==> config.mk <==
export PLATFORM = sky130hd
export DESIGN_NAME = division
export DESIGN_NICKNAME = d
export VERILOG_FILES = /design/src/rtl/alu_pkg.sv /design/src/rtl/division_step.sv /design/src/rtl/division.sv
export SDC_FILE = /design/constraint.sdc
export NUM_CORES = 1
export LEC_CHECK = 0
export CORE_UTILIZATION = 47
export DETAILED_ROUTE_END_ITERATION = 12
export PLACE_DENSITY = 0.8
export SYNTH_ARGS = -nofsm -noshare
export SYNTH_HDL_FRONTEND = slang
export SYNTH_SLANG_ARGS = --single-unit
==> constraint.sdc <==
create_clock -name clk -period 1.8 [get_ports clk]
set_input_delay 0.27 -clock clk [delete_from_list [all_inputs] [get_ports clk]]
set_output_delay 0.27 -clock clk [all_outputs]
set_load 0.02 [all_outputs]
==> src/rtl/alu_pkg.sv <==
// Shared widths, FSM encoding and constants for the restoring divider.
package alu_pkg;

  localparam int unsigned DW_DEF = 8;
  localparam int unsigned VW_DEF = 4;

  typedef enum logic [1:0] {
    IDLE = 2'd0,
    CALC = 2'd1,
    DONE = 2'd2
  } state_t;

  // Saturated quotient reported for a zero divisor; replicated to DW in the datapath.
  localparam logic [DW_DEF-1:0] DBZ_QUOTIENT = '1;

endpackage

==> src/rtl/division_step.sv <==
// One restoring-division iteration: shift in a dividend bit, compare, conditionally subtract.
module division_step #(
  parameter int unsigned VW = 4
) (
  input  logic [VW:0]   prem,
  input  logic          next_bit,
  input  logic [VW-1:0] divisor,
  output logic [VW:0]   rem_c,
  output logic          q_bit_c
);

  localparam int unsigned PW = VW + 1;
  localparam int unsigned SW = VW + 2;

  logic [SW-1:0] shifted;

  always_comb begin
    shifted = {prem, next_bit};
    q_bit_c = (shifted >= SW'(divisor));
    rem_c   = q_bit_c ? PW'(shifted - SW'(divisor)) : PW'(shifted);
  end

endmodule

==> src/rtl/division.sv <==
// Multi-cycle unsigned restoring divider: DW iterations, MSB first, registered results.
module division
  import alu_pkg::*;
#(
  parameter int unsigned DW = DW_DEF,
  parameter int unsigned VW = VW_DEF
) (
  input  logic          clk,
  input  logic          rst_n,
  input  logic          start,
  input  logic [DW-1:0] dividend,
  input  logic [VW-1:0] divisor,
  output logic          busy,
  output logic          done,
  output logic [DW-1:0] quotient,
  output logic [VW-1:0] remainder,
  output logic          div_by_zero
);

  localparam int unsigned CW = $clog2(DW + 1);

  state_t        state, state_d;
  logic          busy_d, done_d, dbz_d;
  logic [DW-1:0] quotient_d;
  logic [VW-1:0] remainder_d;
  // work holds the unconsumed dividend bits on top and the growing quotient below
  logic [DW-1:0] work, work_d;
  logic [VW-1:0] dvs, dvs_d;
  logic [VW:0]   prem, prem_d;
  logic [CW-1:0] cnt, cnt_d;
  logic [VW:0]   step_rem_c;
  logic          step_q_c;

  division_step #(.VW(VW)) u_step (
    .prem     (prem),
    .next_bit (work[DW-1]),
    .divisor  (dvs),
    .rem_c    (step_rem_c),
    .q_bit_c  (step_q_c)
  );

  always_ff @(posedge clk or negedge rst_n) begin
    if (!rst_n) begin
      state       <= IDLE;
      busy        <= 1'b0;
      done        <= 1'b0;
      quotient    <= '0;
      remainder   <= '0;
      div_by_zero <= 1'b0;
      work        <= '0;
      dvs         <= '0;
      prem        <= '0;
      cnt         <= '0;
    end else begin
      state       <= state_d;
      busy        <= busy_d;
      done        <= done_d;
      quotient    <= quotient_d;
      remainder   <= remainder_d;
      div_by_zero <= dbz_d;
      work        <= work_d;
      dvs         <= dvs_d;
      prem        <= prem_d;
      cnt         <= cnt_d;
    end
  end

  always_comb begin
    state_d     = state;
    busy_d      = busy;
    done_d      = 1'b0;
    quotient_d  = quotient;
    remainder_d = remainder;
    dbz_d       = div_by_zero;
    work_d      = work;
    dvs_d       = dvs;
    prem_d      = prem;
    cnt_d       = cnt;

    case (state)
      IDLE: begin
        if (!busy) begin
          if (start) begin
            work_d = dividend;
            dvs_d  = divisor;
            busy_d = 1'b1;
            dbz_d  = 1'b0;
          end
        end else if (dvs == '0) begin
          // operands were latched last cycle; zero divisor skips the iterations
          state_d     = DONE;
          done_d      = 1'b1;
          quotient_d  = {DW{DBZ_QUOTIENT[0]}};
          remainder_d = work[VW-1:0];
          dbz_d       = 1'b1;
        end else begin
          state_d = CALC;
          cnt_d   = '0;
          prem_d  = '0;
        end
      end
      CALC: begin
        work_d = {work[DW-2:0], step_q_c};
        prem_d = step_rem_c;
        cnt_d  = cnt + CW'(1);
        if (cnt == CW'(DW - 1)) begin
          state_d     = DONE;
          done_d      = 1'b1;
          quotient_d  = {work[DW-2:0], step_q_c};
          remainder_d = step_rem_c[VW-1:0];
        end
      end
      DONE: begin
        state_d = IDLE;
        busy_d  = 1'b0;
      end
      default: begin
        state_d = IDLE;
        busy_d  = 1'b0;
      end
    endcase
  end

endmodule

==> results.md <==
- Clock Sinks: 38
- Worst-skew pair later-pin latency: just under 0.3 ns
- Largest net degree at the start of global routing: 39
- Status: finished with violations
- Max-slew violation count: 0
- Layout cells sized above 1: 0.209
- Clock transition at path regs: 0.08 ns
- Yosys warns: 0
- EDFF count, synth: 0
- Final Wtd Congestion: around 0.82
- Final worst-path cycle share: 1.13
- CTS HTree Levels: 2
- Worst setup EP type: register
- Ports: 30
- Nets@finish: roughly 250
- First-pass iteration count of the detailed router: 4
- Maxcap violations: 0
- Violated checks: negative setup slack
- Final worst slack: -0.225 ns
- Worst-Margin Slew: roughly 0.53 ns
- Yosys reg bits: 38
- Total number of vias: 1517
- Leakage Power: between 1 and 1.5 nW
- Max Root-Sink Buffers: 2
- Mapped Nets: slightly above 200
- Yosys top cell area share: 0.508
- Ant diodes: 0
- Largest family of logic cells by synthesized area: compound AO/OA/AOI/OAI gates
- Cts bufs inserted: 5
- Maximum clock rate: 494 MHz
- Slew headroom: 0.648
- Top-count cell post-synth: dfrtp_1
- Top post-synthesis cells by area: dfrtp_1 (51%), mux2i_1 (4.8%), o21ai_0 (4.5%)
- Post-Synth Adder-Cell Area: 0.0441
- Setup CP Type: reg2reg
- Yosys top cell by area: dfrtp_1
- Die area: between 4000 and 5000 µm²
- DP Area: approximately 2400 µm²
- Initial Util: 0.500
- Commonest cells in the netlist: dfrtp_1 (38), nand2_1 (20), nor2_1 (20)
- Post-route ant nets: 0
- Post-Syn Area: about 1900 µm²
- TritonCTS clock tree: built
- Vias in the first global route: ~1500
- Yosys cell types: 44
- Routed wire length: 4.12 mm
- Routed wire length per instance: 14.6 µm
- Die W: ~65 µm
- DR iter-0 viols: 75
- Total GRT Usage: 0.218
- Pwr/cell area: approximately 2300 nW/µm²
- Peak VDD IR: about 0.94 mV
- FP Rows: 22
- Seq/Total Area, Yosys: 0.508
- Hold Crit Class: in2async
- Hold Fails Final Rpt: 0
- Mux cell area share after synthesis: 0.0542
- Post-DP HPWL: 2.94 mm
- Syn_area_per_cell: between 10 and 15 µm²
- Drc violations: 0
- Synth Area in Simple Gates: 0.151
- Initial antenna violation count: 0
- Ys async rst share: 1.00
- CTS Root Cell: clkbuf_8
- Dominant synthesized flop cell: dfrtp_1
- CP max FO: 5
- Setup violators final: 10
- Data required, critical path: 2.01 ns
- Critical Path Start Type: register
- First-pass GRT wire length: about 7 mm
- Clock skew: 0.00545 ns
- Post-route cell area: 2530 µm²
- Post-synthesis compound-gate area fraction: 0.191
- Post-synthesis cell count: 184
- Hold WS: around 0.012 ns
- Layout area overhead: 35.5%
- Hold Buf Count CTS: 0
- Post-Synth XOR/XNOR Area: 0.0140
- Core Area: ~3700 µm²
- Fillcell total: 277
- Die height: roughly 65 µm
- RSZ-0062 raised after global routing: yes
- Worst Path Arrival: around 2.2 ns
- Fin crit period: 2.03 ns
- Buffers on Ports: 29
- Post-DR vias/cell: 5.38
- Grt total ovfl: 0
==> stage by stage <==
stage,util,setup TNS (ns),power [mW],cells,setup WS [ns]
final,0.677,-1.57,5.83,282,-0.225
after CTS,0.673,-1.22,5.79,282,-0.188
after global placement,0.629,-1.67,4.65,273,-0.176
after detailed placement,0.629,-2.58,4.78,273,-0.208
after global routing,0.677,-2.40,6.26,282,-0.318
after floorplan,-,-0.576,3.57,184,-0.164
==> cell type report <==
cell class	instances	area, µm²	area share
clock inverters	2	60.1	0.0237
inverters	8	30.0	0.0119
multi-input cells	131	902	0.356
clock buffers	6	82.6	0.0326
well taps	48	60.1	0.0237
repair buffers	49	448	0.177
flip-flops and latches	38	951	0.375
==> registers in the layout, summed over array words and instances, names as in the netlist <==
signal,cells
state,2
prem,5
div_by_zero,1
done,1
work,8
dvs,4
cnt,4
quotient,8
busy,1
remainder,4
==> repair_timing <==
action,CTS,global route
setup endpoints to repair,10,18
hold endpoints to repair,0,0
pin swaps,8,5
setup buffers,1,0
resized for setup,3,4
==> final timing paths <==
check                        startpoint           end  slack [ns]  cells after the start
min in group clk           remainder[3]  remainder[3]        0.50                      1
max reg2reg                      dvs[1]  remainder[2]       -0.23                      7
max                              dvs[1]  remainder[2]       -0.23                      7
min reg2reg                remainder[3]  remainder[3]        0.50                      1
max in group asynchronous         rst_n       work[7]        1.44                      2
min                               rst_n          done        0.01                      2
==> layout by cell type, fill, tap and decap left out, types with 2 or more instances in the layout <==
cell | netlist | layout
clkbuf_8 | 0 | 6
a21oi_4 | 1 | 2
nand2_1 | 20 | 19
inv_2 | 0 | 2
dfrtp_1 | 38 | 38
bufinv_16 | 0 | 2
nor2_1 | 20 | 20
a22o_1 | 4 | 4
nand3_1 | 3 | 3
o21ai_2 | 1 | 2
o21ai_0 | 17 | 15
o211ai_1 | 2 | 2
ha_1 | 5 | 4
buf_4 | 1 | 19
a21oi_1 | 13 | 12
o22ai_1 | 2 | 2
o2bb2ai_1 | 2 | 2
xor2_1 | 3 | 3
inv_1 | 8 | 6
clkdlybuf4s50_1 | 0 | 28
a21o_1 | 2 | 2
a31oi_1 | 4 | 4
mux2i_1 | 9 | 9
==> metal layers <==
metal  global-route usage  part of all wire  vias to the layer above
li1                     -                 -                      746
met1                0.280              0.45                      727
met2                0.362              0.49                       32
met3               0.0317             0.031                       12
met4               0.0978             0.024                        0
met5                    0                 0                        -
==> report_power, final <==
group          internal (mW)  switching (mW)
registers               1.28           0.338
clock network          0.591           0.300
logic                   1.61            1.72
==> logic make-up (layout without fill, tap and decap cells) <==
| logic type | Yosys count | after routing |
|---|---|---|
| multiplexers | 10 | 10 |
| AND/OR/NAND/NOR | 57 | 57 |
| flip-flops | 38 | 38 |
| XOR/XNOR | 3 | 3 |
| buffers and inverters | 15 | 65 |
| adder cells (fa/ha/maj) | 6 | 6 |
| AO/OA/AOI/OAI | 55 | 55 |
==> worst max-delay path, cell delays in order, from the launching register on <==
cell and delay [ns]:
dfrtp_1 0.40, inv_1 0.14, ha_1 0.26, and4_1 0.22
nor3_2 0.31, and2_4 0.23, o211ai_1 0.14, a31oi_1 0.24
No activity file was read; power rests on OpenSTA's default activity.
